--- config.mk ---
export PLATFORM = sky130hd
export DESIGN_NAME = if_fetch
export DESIGN_NICKNAME = d
export VERILOG_FILES = /design/src/rtl/if_fetch.sv
export SDC_FILE = /design/constraint.sdc
export NUM_CORES = 1
export LEC_CHECK = 0
export BUFFER_PORTS_ARGS = -buffer_cell sky130_fd_sc_hd__buf_2
export CAP_MARGIN = 20
export CORE_UTILIZATION = 42
export DETAILED_ROUTE_END_ITERATION = 10
export PLACE_DENSITY = 0.69
export SLEW_MARGIN = 10
export SYNTH_ARGS = -nofsm -noshare
export SYNTH_HDL_FRONTEND = slang
export SYNTH_SLANG_ARGS = --single-unit
--- constraint.sdc ---
create_clock -name clk -period 3.5 [get_ports clk]
set_clock_uncertainty 0.1 [all_clocks]
set_input_delay 0.7 -clock clk [delete_from_list [all_inputs] [get_ports clk]]
set_output_delay 0.7 -clock clk [all_outputs]
set_load 0.03 [all_outputs]
--- src/rtl/if_fetch.sv ---
// Instruction-fetch front end: IF1 computes the next PC and issues a synchronous
// instruction SRAM read; IF2 pairs the returned word with its PC for the ID stage.
module if_fetch #(
  parameter logic [31:0] RESET_PC = 32'h8000_0000,
  parameter int unsigned STALL_WD = 6
) (
  input  logic                clk,
  input  logic                rst_n,
  input  logic [STALL_WD-1:0] stall,
  input  logic                br_e,
  input  logic [31:0]         br_addr,
  output logic                inst_sram_en,
  output logic [31:0]         inst_sram_addr,
  input  logic [31:0]         inst_sram_rdata,
  output logic [63:0]         if22id_bus
);

  localparam int unsigned XLEN = 32;
  localparam logic [XLEN-1:0] PC_STEP = XLEN'(4);
  localparam logic [XLEN-1:0] PC_INIT = XLEN'(RESET_PC - PC_STEP);

  // pc1/v1: PC currently held in IF2 and whether it carries a live instruction.
  // buf_inst/buf_v: copy of the SRAM word captured on the first IF2-hold cycle,
  // since the SRAM output is only valid for one cycle after a read.
  logic [XLEN-1:0] pc1;
  logic            v1;
  logic [XLEN-1:0] buf_inst;
  logic            buf_v;

  logic [XLEN-1:0] seq_pc;
  logic [XLEN-1:0] next_pc;
  logic            hold_if1;
  logic            hold_if2;

  // Only stall[1:0] and the word-aligned part of br_addr matter to this stage.
  logic            unused_inputs;
  assign unused_inputs = ^{stall[STALL_WD-1:2], br_addr[1:0]};

  assign hold_if1 = stall[0];
  assign hold_if2 = stall[1];

  // Next fetch address: redirect target (word aligned) or sequential, wrapping at 2^32.
  always_comb begin
    seq_pc  = pc1 + PC_STEP;
    next_pc = seq_pc;
    if (br_e) begin
      next_pc = {br_addr[XLEN-1:2], 2'b00};
    end
  end

  // SRAM request: a redirect always fetches; otherwise fetch only when nothing stalls.
  always_comb begin
    inst_sram_en   = rst_n & (br_e | (!hold_if1 & !hold_if2));
    inst_sram_addr = next_pc;
  end

  // IF2 output: buffered word while held past the first stall cycle, else live SRAM data.
  always_comb begin
    if22id_bus = 64'h0;
    if (v1) begin
      if22id_bus = {pc1, (buf_v ? buf_inst : inst_sram_rdata)};
    end
  end

  // PC / valid / hold-buffer update; redirect beats IF2 hold beats IF1 hold.
  always_ff @(posedge clk or negedge rst_n) begin
    if (!rst_n) begin
      pc1      <= PC_INIT;
      v1       <= 1'b0;
      buf_inst <= '0;
      buf_v    <= 1'b0;
    end else if (br_e) begin
      pc1   <= next_pc;
      v1    <= 1'b1;
      buf_v <= 1'b0;
    end else if (hold_if2) begin
      if (v1 && !buf_v) begin
        buf_inst <= inst_sram_rdata;
        buf_v    <= 1'b1;
      end
    end else if (hold_if1) begin
      v1    <= 1'b0;
      buf_v <= 1'b0;
    end else begin
      pc1   <= seq_pc;
      v1    <= 1'b1;
      buf_v <= 1'b0;
    end
  end

endmodule

==> summary.md, run 1 <==
| Metric | Value |
|---|---|
| Post-Synth Adder-Cell Area | `less than 1%` |
| Pwr Total | `2.935 mW` |
| Sw power | `~1.1 mW` |
| Clock power share | `between 30% and 40%` |
| Post-synth top flop | `dfrtp_1` |
| Sw frac | `a little under two fifths` |
| CTS tree | `done` |
| First-pass GRT wire length | `21700 um` |
| Internal | `around 1.9 mW` |
| Fin. Hold Viols | `0` |
| Maximum number of pins on one net before global-route repair | `between 60 and 70` |
| Sequential cell fraction of total power | `a little over a third` |
| Hold path depth | `1` |
| Die X | `109.7 um` |
| Hold_buf cts | `0` |
| Reg2Reg Depth | `5` |
| CP max FO | `14` |
| Crit path DAT | `between 2 and 3 ns` |
| Slew margin rel. | `between 30% and 40%` |
| Routed WL | `13700 um` |
| # DRC | `0` |
| Core area | `around 0.011 mm^2` |
| Syn-to-layout area delta | `26.48%` |
| Cell Area, Synth | `0.004872 mm^2` |
| Worst R2R End | `pc1[26]` |
| Synth Area in Compound Gates | `approximately 9.8%` |
| Util after Layout | `a little under three fifths` |
| CP Launch Type | `flip-flop` |
| Fillers | `between 1000 and 1500` |
| Final setup viols | `0` |
| Final period util | `just under 100%` |
| Initial antenna violation count | `0` |
| Pre-CTS setup slack | `between 0.4 and 0.5 ns` |
| PwrDens | `between 400 and 500 mW/mm^2` |
| Port bufs | `~160` |
| Post-Synth XOR/XNOR Area | `about 2.9%` |
| Max-cap viol count | `0` |
| Synth Area in Simple Gates | `slightly below 30%` |
| LEAKAGE | `2.596 nW` |
| Clock Path Buffers | `2` |
| Combinational share of power | `33.2%` |
| Netlist cell types | `between 50 and 60` |
| Nets | `747` |
| Sum of negative setup slack | `0 ns` |
| EDFF count, synth | `0` |
| Gpl congestion | `roughly 0.86` |
| Clock H-tree levels | `3` |
| Fin worst setup slack | `between 0.03 and 0.04 ns` |
| Vias | `approximately 4700` |
| Seq/Total Area, Yosys | `roughly 35%` |
| Gr usage total | `between 20% and 30%` |
| CTS root buf | `clkbuf_16` |
| R2R Setup Slk | `1.00 ns` |
| Syn_area_per_cell | `~9.2 um^2` |
| Mean number of vias per cell | `5.738` |
| Rows | `38` |
| Commonest cells after routing, fill and taps aside | `buf_2, mux2_2, nor2b_1, and2_1, dfrtp_1` |
| Peak VDD IR | `about 0.00020 V` |
| RSZ-0062 raised after global routing | `yes` |
| Overflow after GRT | `0` |
| Seq cells post-synth | `66` |
| Crit Reg-Reg Startpoint | `pc1[4]` |
| Inserted Clock Buffers | `9` |
| Final ANT Viol Nets | `0` |
| Ys Warns | `0` |
| Worst hold path type | `flip-flop to flip-flop` |
| Hold WS | `between 0.4 and 0.5 ns` |
| HPWL Detailed | `9876 um` |
| Hold endpoint | `buf_inst[5]` |
| Endpoint class of the critical path | `output port` |
| Die area | `~0.012 mm^2` |
| Initial Util | `about 44%` |
| Initial DRC count | `approximately 380` |
| Drt first pass iters | `5` |
| N_diodes | `0` |
| Cells after Synth | `roughly 530` |
| WL/cell | `approximately 17 um` |
| Mux share of post-synthesis cell area | `17.85%` |
| Crit path required time | `around 2.7 ns` |
| Share of layout cells above drive strength 1 | `between 40 and 50%` |
| Main combinational cell family by area after synthesis | `simple AND/OR/NAND/NOR gates` |
| Max frequency | `just under 300 MHz` |
| Worst skew pair latency | `0.33 ns` |
| Top-Level Pins | `170` |
| Hold path startpoint | `buf_inst[5]` |
| Total nets after synthesis | `roughly 600` |
| CTS Sinks | `66` |
| Die height | `around 110 um` |
| Crit Path Class | `flip-flop to output port` |
| Max Slew Vio Count | `0` |
| Setup Buffers After CTS | `0` |
| Vias in the first global route | `roughly 4400` |
| Commonest non-fill, non-tap cell in the layout | `buf_2` |
| Worst-margin pin slew | `0.9890 ns` |
| Outcome | `completed` |
| Clock slew at reported path FFs | `~0.050 ns` |
| Post-layout min period | `3.461 ns` |
| Ys async rst share | `100.0%` |
-- what timing repair did --
item,CTS,global route
endpoints found under the setup margin,0,4
endpoints found under the hold margin,0,0
gates resized for setup,0,3
-- state kept, by name, summed over array words and instances (netlist names) --
signal / cells
buf_inst: 32
pc1: 32
v1: 1
buf_v: 1
-- per-stage QoR --
| stage | area, um^2 | instances |
|---|---|---|
| final | 6162 | 818 |
| after global routing | 6162 | 818 |
| after CTS | 6141 | 818 |
| after detailed placement | 5851 | 802 |
| after global placement | 5851 | 802 |
| after floorplan | 4872 | 531 |
-- logic make-up after synthesis --
group / Yosys count
AOI/OAI and AO/OA: 68
xor gates and xnor gates: 16
adders and majority gates: 1
buffers and inverters: 62
DFF: 66
muxes: 81
and+or+nand+nor: 237
-- per-layer routing --
layer / routed length, um / vias up / share of wire [%] / track usage [%]
met4: 272 / 0 / 2.0 / 8.762
met1: 6000 / 2245 / 44 / 29.84
met2: 6587 / 204 / 48 / 38.95
li1: - / 2222 / - / -
met3: 837 / 23 / 6.1 / 4.505
met5: 0 / - / 0 / 0
-- worst max-delay path, stage by stage (launching register included) --
cell      delay, ns
dfstp_2        0.64
nand4_1        0.30
nor4_2         0.44
buf_12         0.19
a211oi_1       0.07
a311oi_1       0.42
buf_2          0.28
-- worst max path at each step --
stage,start,end,depth (start not counted)
2_1_floorplan,pc1[15],inst_sram_addr[29],6
3_3_place_gp,pc1[2],inst_sram_addr[18],6
3_5_place_dp,pc1[2],inst_sram_addr[18],6
4_1_cts,pc1[2],inst_sram_addr[18],6
5_1_grt,pc1[10],inst_sram_addr[30],5
6_report,pc1[10],inst_sram_addr[27],6
-- cells in the mapped netlist, drive strengths merged, types with 13 or more instances --
cell type / instances / share of area, %
mux2: 47 / 11
nor2b: 44 / 5.6
and2: 37 / 4.8
dfrtp: 37 / 19
mux2i: 34 / 7.0
clkbuf: 33 / 2.6
dfstp: 29 / 16
nor2: 23 / 1.8
nand2: 22 / 1.7
nor3: 21 / 2.3
nor4: 19 / 2.8
buf: 17 / 1.6
nand4: 16 / 2.5
a31oi: 13 / 1.7
-- power groups by stage --
stage          sequential [mW]  clock [mW]  combinational, mW
2_1_floorplan            0.996           0              0.750
3_3_place_gp              1.07           0              0.955
3_5_place_dp              1.08           0              0.970
4_1_cts                   1.07       0.906              0.975
5_1_grt                   1.10       0.947               1.05
6_report                  1.07       0.888              0.974
-- layout make-up --
class / count / area, um^2 / area share, %
Clock buffer: 11 / 232.7 / 3.777
Clock inverter: 5 / 57.56 / 0.9340
Inverter: 12 / 45.04 / 0.7310
Multi-Input combinational cell: 403 / 2974 / 48.26
Sequential cell: 66 / 1689 / 27.41
Tap cell: 140 / 175.2 / 2.843
Timing Repair Buffer: 181 / 988.4 / 16.04
(Power assumes the default switching activity.)
==> run 2, diff against run 1 <==
Clock period 3.5 ns to 3.9 ns, I/O delays scaled along.
==> summary.md, run 2 (synthesis gave the netlist of run 1 again) <==
| Metric | Value |
|---|---|
| LEAKAGE | `roughly 2.6 nW` |
| Worst R2R End | `buf_inst[9]` |
| Hold endpoint | `buf_inst[3]` |
| Die X | `around 110 um` |
| Sw frac | `a little under two fifths` |
| Max-cap viol count | `0` |
| Clock H-tree levels | `3` |
| Internal | `1.662 mW` |
| Slew margin rel. | `between 30% and 40%` |
| Rows | `38` |
| Clock Path Buffers | `2` |
| Sum of negative setup slack | `0 ns` |
| Top flop regs | `buf_inst x32, pc1 x32` |
| # DRC | `0` |
| Worst-margin pin slew | `between 0.9 and 1 ns` |
| Worst hold path type | `flip-flop to flip-flop` |
| Post-layout min period | `about 3.7 ns` |
| Max Slew Vio Count | `0` |
| Slowest cell on crit path | `dfstp_2` |
| Setup Buffers After CTS | `0` |
| Combinational share of power | `between 30% and 40%` |
| Overflow after GRT | `0` |
| Commonest non-fill, non-tap cell in the layout | `buf_2` |
| CTS resizes | `0` |
| First-pass GRT wire length | `approximately 21000 um` |
| Share of layout cells above drive strength 1 | `about two fifths` |
| Sequential cell fraction of total power | `between 30 and 40%` |
| Clock power share | `between 30% and 40%` |
| CTS root buf | `clkbuf_16` |
| CTS tree | `done` |
| Endpoint class of the critical path | `output port` |
| Fin worst setup slack | `about 0.20 ns` |
| Core area | `approximately 0.011 mm^2` |
| Syn-to-layout area delta | `24.55%` |
| Inserted Clock Buffers | `9` |
| Hold path depth | `1` |
| Crit path DAT | `2.82 ns` |
| Max frequency | `270.3 MHz` |
| Sw power | `around 980 uW` |
| Vias | `about 4600` |
| Reg2Reg Depth | `4` |
| Routed WL | `13650 um` |
| Drt first pass iters | `5` |
| Commonest cells after routing, fill and taps aside | `buf_2, mux2_2, nor2b_1, and2_1, dfrtp_1` |
| CP cell instances | `ha_1 > nand4_2 > or3_4 > or3_1 > a31oi_1 > buf_2` |
| CP Launch Type | `flip-flop` |
| Gpl congestion | `0.8197` |
| Final period util | `a little over nine tenths` |
| Peak VDD IR | `about 0.00024 V` |
| Die area | `0.01204 mm^2` |
| Slowest Stage Delay on Critical Path | `0.63 ns` |
| Crit path required time | `3.02 ns` |
| Port bufs | `approximately 160` |
| Final setup viols | `0` |
| Mean number of vias per cell | `between 5 and 6` |
| Pre-CTS setup slack | `~0.56 ns` |
| Hold path startpoint | `buf_inst[3]` |
| WL/cell | `16.81 um` |
| CP max FO | `9` |
| Crit Reg-Reg Startpoint | `v1` |
| Initial antenna violation count | `0` |
| Maximum number of pins on one net before global-route repair | `67` |
| R2R Setup Slk | `between 1 and 1.5 ns` |
| Die height | `109.7 um` |
| Initial DRC count | `just over 300` |
| N_diodes | `0` |
| Crit Path Class | `flip-flop to output port` |
| Outcome | `completed` |
| Gr usage total | `22.75%` |
| HPWL Detailed | `9568 um` |
| Vias in the first global route | `~4200` |
| Top-Level Pins | `170` |
| PwrDens | `~440 mW/mm^2` |
| Fin. Hold Viols | `0` |
| Worst skew pair latency | `0.33 ns` |
| Hold_buf cts | `0` |
| CTS Sinks | `66` |
| Initial Util | `43.98%` |
| Final ANT Viol Nets | `0` |
| Clock slew at reported path FFs | `about 0.060 ns` |
| RSZ-0062 raised after global routing | `no` |
| Nets | `~740` |
## run 2: cell count changes in the layout (fill, tap and decap cells not counted), sizes merged
cell / previous run / this run
buf: 181 / 175
clkbuf: 11 / 9
clkinvlp: 3 / 0
clkinv: 1 / 3
inv: 12 / 15
## run 2: power groups by stage
stage                     Clock (mW)  Sequential (mW)  Combinational (mW)
after floorplan                    0            0.894               0.673
after global placement             0            0.966               0.841
after detailed placement           0            0.978               0.853
after CTS                      0.844            0.967               0.857
after global routing           0.873            0.991               0.920
final                          0.825            0.969               0.852
## run 2: metrics by stage
step | instances | total power, mW | util, % | area (um^2) | hold WS, ns
after floorplan | 531 | 1.567 | - | 4872 | 0.3702
after CTS | 812 | 2.668 | 54.78 | 6068 | 0.4081
after global routing | 812 | 2.784 | 54.78 | 6068 | 0.4262
after global placement | 796 | 1.808 | 52.07 | 5768 | 0.3885
final | 812 | 2.647 | 54.78 | 6068 | 0.4032
after detailed placement | 796 | 1.831 | 52.07 | 5768 | 0.3952
## run 2: worst max-delay path: cells and delay by family, from the launching register on
kind            cells  cell delay (ns)
simple gates        3             1.11
flops               1             0.63
fa+ha+maj           1             0.38
buf+inv             1             0.22
compound gates      1             0.17
## run 2: cell type report
cell class / instances / area (um^2)
clock buffers: 9 / 225.2
clock inverters: 7 / 75.07
fillers: 1004 / 5010
inverters: 12 / 45.04
multi-input cells: 403 / 2953
flip-flops and latches: 66 / 1689
well taps: 140 / 175.2
repair buffers: 175 / 905.9
## run 2: worst max path at each step
stage	to	start	slack, ns	depth (start not counted)
after floorplan	inst_sram_addr[28]	br_e	0.47	5
after global placement	inst_sram_addr[18]	pc1[2]	0.58	6
after detailed placement	inst_sram_addr[18]	pc1[2]	0.56	6
after CTS	inst_sram_addr[18]	pc1[2]	0.19	6
after global routing	inst_sram_addr[28]	pc1[2]	0.06	6
final	inst_sram_addr[18]	pc1[2]	0.20	6
## run 2: per-layer routing
layer  track usage [%]  wire (um)  vias to the layer above
li1                  -          -                     2215
met1             30.64       6062                     2203
met2             37.78       6516                      194
met3             3.912        941                        8
met4             5.714        129                        0
met5                 0          0                        -
==> run 3, diff against run 2 <==
--- a/config.mk
+++ b/config.mk
@@ -7,7 +7,9 @@
 export LEC_CHECK = 0
+export ABC_AREA = 1
 export BUFFER_PORTS_ARGS = -buffer_cell sky130_fd_sc_hd__buf_2
 export CAP_MARGIN = 20
+export CORE_ASPECT_RATIO = 2
 export CORE_UTILIZATION = 42
 export DETAILED_ROUTE_END_ITERATION = 10
-export PLACE_DENSITY = 0.69
+export PLACE_DENSITY = 0.7
 export SLEW_MARGIN = 10
==> constraint.sdc (replaced) <==
create_clock -name clk -period 3.9 [get_ports clk]
set_clock_uncertainty 0.1 [all_clocks]
set_input_delay 0.975 -clock clk [delete_from_list [all_inputs] [get_ports clk]]
set_output_delay 0.975 -clock clk [all_outputs]
set_load 0.03 [all_outputs]
==> summary.md, run 3 <==
| Metric | Value |
|---|---|
| Clock H-tree levels | `3` |
| CTS Sinks | `66` |
| Crit Path Class | `flip-flop to output port` |
| Sw frac | `between 30 and 40%` |
| CTS resizes | `0` |
| Final period util | `approximately 86%` |
| Cell Area, Synth | `between 0.004 and 0.005 mm^2` |
| EDFF count, synth | `0` |
| CP startpoint | `pc1[2]` |
| Vias in the first global route | `between 4000 and 5000` |
| Internal | `about 1.6 mW` |
| Core area | `roughly 0.010 mm^2` |
| Final setup viols | `0` |
| Design Area, Final | `between 0.005 and 0.006 mm^2` |
| HPWL Detailed | `between 9000 and 10000 um` |
| Maximum number of pins on one net before global-route repair | `67` |
| Buffer and inverter count on the worst path | `2` |
| Commonest non-fill, non-tap cell in the layout | `nand2_1` |
| Syn_area_per_cell | `roughly 6.5 um^2` |
| Die X | `roughly 75 um` |
| Crit path DAT | `approximately 2.3 ns` |
| Netlist cell types | `28` |
| Sum of negative setup slack | `0 ns` |
| Worst skew pair latency | `between 0.3 and 0.4 ns` |
| Peak VDD IR | `approximately 0.00033 V` |
| Ys Warns | `0` |
| N_diodes | `0` |
| Die height | `roughly 150 um` |
| Top Family by Delay on Critical Path | `simple AND/OR/NAND/NOR gates` |
| Endpoint class of the critical path | `output port` |
| Seq cells post-synth | `66` |
| Syn-to-layout area delta | `27.64%` |
| CTS root buf | `clkbuf_16` |
| Combinational share of power | `between 30% and 40%` |
| Share of layout cells above drive strength 1 | `29.48%` |
| Sw power | `around 960 uW` |
| Initial antenna violation count | `0` |
| Area leader, netlist | `dfrtp_1` |
| Hold WS | `0.3772 ns` |
| Fin. Hold Viols | `0` |
| Top cells by area, synth | `dfrtp_1, nand2_1, dfstp_2` |
| Port bufs | `between 150 and 200` |
| Max-cap viol count | `0` |
| Crit Reg-Reg Startpoint | `pc1[2]` |
| Worst-margin pin slew | `0.8729 ns` |
| Clock slew at reported path FFs | `approximately 0.05 ns` |
| Rows | `53` |
| Overflow after GRT | `0` |
| Top flop regs | `buf_inst x32, pc1 x32` |
| WL/cell | `13.00 um` |
| Post-layout min period | `around 3.3 ns` |
| CP max FO | `5` |
| Nets | `slightly above 900` |
| Total nets after synthesis | `between 700 and 800` |
| Commonest cells after routing, fill and taps aside | `nand2_1, buf_2, inv_1, o21ai_0, nand3_1` |
| Seq/Total Area, Yosys | `around 38%` |
| Cells after Synth | `around 700` |
| Slowest cell on crit path | `dfstp_2` |
| Outcome | `completed` |
| Crit-path most repeated cell | `nand2_1` |
| Clock Path Buffers | `2` |
| Hold path startpoint | `buf_inst[2]` |
| Vias | `4809` |
| Initial Util | `43.00%` |
| PwrDens | `roughly 440 mW/mm^2` |
| Synth top area share | `between 20% and 30%` |
| Top-Level Pins | `170` |
| Setup Buffers After CTS | `0` |
| Max frequency | `299.8 MHz` |
| Routed WL | `roughly 13000 um` |
| Slowest Stage Delay on Critical Path | `0.57 ns` |
| Gr usage total | `between 20% and 30%` |
| Die area | `roughly 0.011 mm^2` |
| Hold_buf cts | `0` |
| Sequential cell fraction of total power | `37.3%` |
| Crit path required time | `around 2.8 ns` |
| Mean number of vias per cell | `~4.9` |
| Most common cell in the netlist | `nand2_1` |
| Final ANT Viol Nets | `0` |
| Clock power share | `about a third` |
| Max Slew Vio Count | `0` |
| Worst hold path type | `flip-flop to flip-flop` |
| Slew margin rel. | `a little over two fifths` |
| Drt first pass iters | `5` |
| Placed Area | `between 0.005 and 0.006 mm^2` |
| Ys async rst share | `100.0%` |
| # DRC | `0` |
| Commonest cells post-synth | `nand2_1, inv_1, o21ai_0` |
| Inserted Clock Buffers | `9` |
| Post-synth top flop | `dfrtp_1` |
| RSZ-0062 raised after global routing | `no` |
| First-pass GRT wire length | `around 21000 um` |
| CTS tree | `done` |
| Gpl congestion | `just over 0.9` |
| Initial DRC count | `~300` |
| CP Launch Type | `flip-flop` |
| LEAKAGE | `3.162 nW` |
| CP cell instances | `ha_1 > nand3_2 > nor2_4 > nand2_1 > inv_1 > nand2_1 > nand2_1 > nand3_1 > and2_1 > buf_2` |
==> run 3: worst paths after layout <==
path | endpoint | slack (ns) | cells after the start
hold reg to reg | buf_inst[2] | 0.38 | 2
setup / recovery | inst_sram_addr[28] | 0.56 | 10
max in group asynchronous | v1 | 2.30 | 2
min in group asynchronous | pc1[31] | 0.73 | 2
setup reg to reg | pc1[12] | 1.92 | 8
hold / removal | buf_inst[2] | 0.38 | 2
==> run 3: cell type report <==
| class | count | area (um^2) |
|---|---|---|
| Tap cell | 137 | 171.4 |
| Clock inverter | 7 | 77.57 |
| Timing Repair Buffer | 171 | 888.4 |
| Fill cell | 1080 | 4697 |
| Inverter | 100 | 375.4 |
| Sequential cell | 66 | 1689 |
| Clock buffer | 9 | 225.2 |
| Multi-Input combinational cell | 495 | 2287 |
==> run 3: metal layers <==
metal	vias up	routed length, um	track usage [%]
li1	2464	-	-
met5	-	0	0
met4	0	578	13.77
met2	176	6814	44.01
met3	38	697	4.635
met1	2131	4716	26.01
==> run 3: cell families after synthesis <==
group	synth area share (%)
AOI/OAI and AO/OA	15.54
xor gates and xnor gates	0.1957
adders and majority gates	0.2794
buffers and inverters	11.40
DFF	37.70
and+or+nand+nor	34.88
==> run 3: worst min-delay path: stages (launching register included) <==
cell and delay (ns):
dfrtp_1 0.34, nand2_1 0.05, o21ai_0 0.05
==> run 3: metrics by stage <==
stage	util [%]	instances	setup WS [ns]	power (mW)
2_1_floorplan	-	694	0.6490	1.463
3_3_place_gp	51.98	969	0.8853	1.702
3_5_place_dp	51.98	969	0.8894	1.712
4_1_cts	54.89	985	0.5627	2.549
5_1_grt	54.89	985	0.3905	2.683
6_report	54.89	985	0.5641	2.524
==> run 3: power by group through the flow <==
stage | Sequential, mW | Combinational [mW] | Clock [mW]
finish | 0.942 | 0.756 | 0.826
CTS | 0.940 | 0.764 | 0.844
detailed placement | 0.949 | 0.763 | 0
floorplan | 0.908 | 0.555 | 0
global route | 0.960 | 0.846 | 0.878
global placement | 0.948 | 0.755 | 0
